`config.mk`:
```
export PLATFORM = sky130hd
export DESIGN_NAME = fifo_burst_reader
export DESIGN_NICKNAME = d
export VERILOG_FILES = /design/src/rtl/fifo_burst_reader_pkg.sv /design/src/rtl/fifo_burst_reader_skid.sv /design/src/rtl/fifo_burst_reader.sv
export SDC_FILE = /design/constraint.sdc
export NUM_CORES = 1
export LEC_CHECK = 0
export BUFFER_PORTS_ARGS = -buffer_cell sky130_fd_sc_hd__buf_4
export CAP_MARGIN = 20
export CORE_UTILIZATION = 50
export DETAILED_ROUTE_END_ITERATION = 12
export GPL_TIMING_DRIVEN = 1
export PLACE_DENSITY_LB_ADDON = 0.1
export SLEW_MARGIN = 20
export SYNTH_ARGS = -nofsm -noshare
export SYNTH_HDL_FRONTEND = slang
export SYNTH_SLANG_ARGS = --single-unit
```
`constraint.sdc`:
```
create_clock -name clk -period 1.65 [get_ports clk]
set_clock_uncertainty 0.15 [all_clocks]
set_input_delay 0.165 -clock clk [delete_from_list [all_inputs] [get_ports clk]]
set_output_delay 0.165 -clock clk [all_outputs]
set_load 0.01 [all_outputs]
```
`src/rtl/fifo_burst_reader_pkg.sv`:
```
`default_nettype none
// ============================================================================
//  Module   : fifo_burst_reader_pkg
//  Purpose  : Shared types for the FIFO burst reader.
//  Revision : 1.0 - initial release
// ============================================================================
package fifo_burst_reader_pkg;

   typedef enum logic {
      ST_IDLE  = 1'b0,
      ST_BURST = 1'b1
   } state_t;

endpackage : fifo_burst_reader_pkg
`default_nettype wire

```
`src/rtl/fifo_burst_reader_skid.sv`:
```
`default_nettype none
// ============================================================================
//  Module   : stream_skid_buffer
//  Purpose  : Two-entry (main + skid) registered valid/ready buffer.
//  Revision : 1.0 - initial release
// ============================================================================
module stream_skid_buffer #(
   parameter int WIDTH = 8
) (
   input  logic             clk,
   input  logic             reset_n,
   input  logic             clear,
   input  logic             in_valid,
   input  logic [WIDTH-1:0] in_data,
   output logic             in_full,
   output logic             out_valid,
   output logic [WIDTH-1:0] out_data,
   input  logic             out_ready
);

   logic             r_main_valid;
   logic [WIDTH-1:0] r_main_data;
   logic             r_skid_valid;
   logic [WIDTH-1:0] r_skid_data;
   logic             w_pop;

   assign w_pop     = r_main_valid & out_ready;
   // Registered full flag: the writer stops one entry early, so the skid absorbs the in-flight word.
   assign in_full   = r_skid_valid;
   assign out_valid = r_main_valid;
   assign out_data  = r_main_data;

   always_ff @(posedge clk) begin
      if (!reset_n || clear) begin
         r_main_valid <= 1'b0;
         r_main_data  <= '0;
         r_skid_valid <= 1'b0;
         r_skid_data  <= '0;
      end else if (w_pop) begin
         if (r_skid_valid) begin
            r_main_valid <= 1'b1;
            r_main_data  <= r_skid_data;
            r_skid_valid <= in_valid;
            if (in_valid)
               r_skid_data <= in_data;
         end else begin
            r_main_valid <= in_valid;
            if (in_valid)
               r_main_data <= in_data;
         end
      end else if (in_valid) begin
         if (r_main_valid) begin
            r_skid_valid <= 1'b1;
            r_skid_data  <= in_data;
         end else begin
            r_main_valid <= 1'b1;
            r_main_data  <= in_data;
         end
      end
   end

endmodule : stream_skid_buffer
`default_nettype wire

```
`src/rtl/fifo_burst_reader.sv`:
```
`default_nettype none
// ============================================================================
//  Module   : fifo_burst_reader
//  Purpose  : Drains fixed-size bursts from a show-ahead FIFO into a sop/eop stream.
//  Revision : 1.0 - initial release
// ============================================================================
module fifo_burst_reader
   import fifo_burst_reader_pkg::*;
#(
   parameter int WIDTH = 8,
   parameter int DEPTH = 8,
   parameter int BURST = 4
) (
   input  logic                       clk,
   input  logic                       reset_n,
   input  logic                       clear,
   input  logic [$clog2(DEPTH+1)-1:0] fifo_used,
   input  logic [WIDTH-1:0]           fifo_data,
   input  logic                       fifo_empty,
   output logic                       fifo_ack,
   output logic [WIDTH-1:0]           o_data,
   output logic                       o_sop,
   output logic                       o_eop,
   output logic                       o_valid,
   input  logic                       o_ready,
   output logic                       busy
);

   localparam int                    c_USED_W     = $clog2(DEPTH + 1);
   localparam int                    c_CNT_W      = $clog2(BURST + 1);
   localparam logic [c_USED_W-1:0]   c_BURST_USED = c_USED_W'(BURST);
   localparam logic [c_CNT_W-1:0]    c_LAST       = c_CNT_W'(BURST - 1);

   state_t              r_state;
   logic [c_CNT_W-1:0]  r_cnt;
   logic                r_busy;
   logic                w_skid_full;
   logic                w_ack;
   logic [WIDTH+1:0]    w_out_word;

   // Reset and clear mask the ack so no word is popped and then discarded by the flush.
   assign w_ack    = (r_state == ST_BURST) & reset_n & ~clear & ~fifo_empty & ~w_skid_full;
   assign fifo_ack = w_ack;
   assign busy     = r_busy;

   always_ff @(posedge clk) begin
      if (!reset_n || clear) begin
         r_state <= ST_IDLE;
         r_cnt   <= '0;
         r_busy  <= 1'b0;
      end else begin
         case (r_state)
            ST_IDLE: begin
               if (fifo_used >= c_BURST_USED) begin
                  r_state <= ST_BURST;
                  r_busy  <= 1'b1;
               end
            end
            ST_BURST: begin
               if (w_ack) begin
                  if (r_cnt == c_LAST) begin
                     r_cnt   <= '0;
                     r_state <= ST_IDLE;
                     r_busy  <= 1'b0;
                  end else begin
                     r_cnt <= r_cnt + c_CNT_W'(1);
                  end
               end
            end
            default: begin
               r_state <= ST_IDLE;
               r_busy  <= 1'b0;
            end
         endcase
      end
   end

   stream_skid_buffer #(
      .WIDTH (WIDTH + 2)
   ) u_skid (
      .clk       (clk),
      .reset_n   (reset_n),
      .clear     (clear),
      .in_valid  (w_ack),
      .in_data   ({(r_cnt == '0), (r_cnt == c_LAST), fifo_data}),
      .in_full   (w_skid_full),
      .out_valid (o_valid),
      .out_data  (w_out_word),
      .out_ready (o_ready)
   );

   assign o_sop  = w_out_word[WIDTH+1];
   assign o_eop  = w_out_word[WIDTH];
   assign o_data = w_out_word[WIDTH-1:0];

endmodule : fifo_burst_reader
`default_nettype wire

```
==> reports/qor.tcl <==
set qor(synth-edff-count) 0
set qor(global_route.usage.met3_pct) 3.086
set qor(drt_wl_total_um) 2525
set qor(r2r_slack_ns) 0.10
set qor(grt_use_met1_pct) 25.81
set qor(antenna_cells_inserted) 0
set qor(hold_ws_ns) 0.1318
set qor(syn_area_um2) 1155
set qor(finish.instance_area_um2) 1553
set qor(place_congestion) 0.7330
set qor(dieArea_um2) 2506
set qor(unrepaired_setup_endpoints_after_global_routing) {true}
set qor(grtUsageMet2_pct) 40.22
set qor(synth_nets) 149
set qor(fin_crit_sh_pct) 98.76
set qor(drv.max_cap_violation_count) 0
set qor(synth.distinct_cells) 27
set qor(top_level_ports) 30
set qor(synth-seq-cells) 27
set qor(cp_data_arrival_time_ns) 1.31
set qor(gr_busiest_metal) {met2}
set qor(worstSetupEndpointType) {output pin}
set qor(floorplan.initialDensity_pct) 52.71
set qor(most-common-layout-cells) {buf_4, dfxtp_1, nor2_1, nand2_1, dlygate4sd3_1}
set qor(dp.final_hpwl_um) 1599
set qor(drtIter0Drc) 8
set qor(worst_pin_slew_ns) 0.3871
set qor(antenna_violations_before_repair) 0
set qor(finish.cell_count_without_fillers) 200
set qor(synthCells) 130
set qor(first_global_vias) 979
set qor(path_max_fanout) 4
set qor(max-clock-path-buffers) 2
set qor(worst-endpoint-required_ns) 1.33
set qor(syn-mean-instance-area_um2) 8.884
set qor(grt_usage_pct) 22.67
set qor(report.final.setup_viol) 0
set qor(finalMaxSlewViolations) 0
set qor(globalRouteOverflowTotal) 0
set qor(floorplan.core_area_um2) 2191
set qor(clock_tree.root_cell) {clkbuf_4}
set qor(fin_nets) 192
set qor(timing.fmax_mhz) 613.7
set qor(synth_sequential_area_ratio_pct) 46.80
set qor(grt_start_max_net_pins) 21
set qor(cellLeakagePower_nw) 0.6853
set qor(final_hold_viol_count) 0
set qor(dr.pass1.iters) 4
set qor(cts-buffers-inserted) 3
set qor(period_needed_ns) 1.630
set qor(route.vias.total) 1041
set qor(layout_commonest_cell) {buf_4}
set qor(number_of_synthesis_warnings) 0
set qor(clkTransAtPathRegs_ns) 0.15
set qor(n_fill_cell) 173
set qor(commonest_register_cell_after_synthesis) {dfxtp_1}
set qor(placement.cell_area_um2) 1375
set qor(async_reset_ff_share_pct) 0
set qor(drive_gt1_share_pct) 27.33
set qor(outcome) {completed}
set qor(crit_path_start_kind) {flip-flop}
set qor(port-buffer-count) 27
set qor(hold_class) {input pin to flip-flop}
set qor(power_density_nw_per_um2) 703.7
set qor(worstSetupPathType) {flip-flop to output pin}
set qor(timing.setup.tns_ns) 0
set qor(areaGrowthSynthToFinish_pct) 34.45
set qor(vias_per_cell) 5.205
set qor(clock_tree.htree_level_count) 1
set qor(grt_pass1_wl_um) 4236
set qor(numPlacedInstances) 182
set qor(die_height_um) 50.06
set qor(max_slew_margin_pct) 74.19
set qor(worstSkewPairLatency_ns) 0.33
set qor(wl_per_cell_um) 12.63
set qor(tritoncts_clock_tree) {yes}
set qor(core.rowCount) 17
set qor(postRouteAntennaNets) 0
set qor(detail_route.drc_violations) 0
set qor(ir_worst_vdd_uv) 441.8
set qor(die_w_um) 50.06
set qor(cts_num_sinks) 27
-- synth_stat cells (2+ instances only) --
| cell | instances | area, um^2 |
|---|---|---|
| dfxtp_1 | 27 | 540.5 |
| nor2_1 | 24 | 90.09 |
| nand2_1 | 23 | 86.33 |
| a311oi_1 | 10 | 87.58 |
| mux2i_1 | 9 | 90.09 |
| a21oi_1 | 6 | 30.03 |
| inv_1 | 4 | 15.01 |
| buf_6 | 3 | 33.78 |
| clkbuf_1 | 3 | 11.26 |
| ha_1 | 2 | 25.02 |
| nor2b_1 | 2 | 12.51 |
| nor3_1 | 2 | 10.01 |
-- report_power, final --
group,switching [W],internal [W]
sequential,0.00000548,0.000660
clock,0.000207,0.0000929
combinational,0.0000548,0.0000729
-- critical path, cell delays in order, from the launching register on --
cell and delay, ns:
dfxtp_4 0.39, or3b_4 0.40, nor2_2 0.08, buf_4 0.12
-- sequential cells by signal (all words and copies together) (netlist names) --
signal / count
u_skid.in_full: 1
u_skid.r_skid_data: 10
busy: 1
u_skid.out_data: 10
u_skid.out_valid: 1
r_state: 1
r_cnt: 3
-- timing repair --
action / CTS / global route
buffers inserted: 3 / 0
resized for setup: 3 / 2
pin swaps: 1 / 0
hold endpoints to repair: 18 / 0
hold buffers: 11 / 0
endpoints found under the setup margin: 1 / 6
cloned: 0 / 0
-- kinds of logic after synthesis --
group / count (synthesis) / share of synthesized area (%)
compound gates: 21 / 13.54
fa+ha+maj: 2 / 2.167
buf+inv: 12 / 6.066
flops: 27 / 46.80
mux: 9 / 7.801
simple gates: 59 / 23.62
-- final timing paths --
kind | start | end | cells past startpoint
worst max-delay path | u_skid.in_full | fifo_ack | 3
worst min-delay path | fifo_empty | r_cnt[1] | 5
worst max register to register | u_skid.in_full | u_skid.r_skid_data[9] | 4
worst min register to register | u_skid.r_skid_data[9] | u_skid.r_skid_data[9] | 2
-- through the flow --
stage	power (W)	setup slack [ns]	util [%]
2_1_floorplan	0.0007292	0.2698	-
3_3_place_gp	0.0007773	0.1264	62.76
3_5_place_dp	0.0007809	0.05989	62.76
4_1_cts	0.001096	0.01708	70.42
5_1_grt	0.001134	-0.03641	70.87
6_report	0.001093	0.02041	70.87
-- routing by layer --
metal	vias up	part of all wire, %
li1	528	-
met1	479	43
met2	26	51
met3	8	3.4
met4	0	2.9
met5	-	0
-- layout make-up --
cell class	count	area (um^2)	area share, %
Tap cell	28	35.03	2.256
Inverter	4	15.01	0.9670
Timing Repair Buffer	46	372.9	24.01
Multi-Input combinational cell	91	554.3	35.70
Sequential cell	27	545.5	35.13
Clock buffer	3	22.52	1.450
Clock inverter	1	7.507	0.4835
Note: power is estimated with default switching activity, not from simulation.
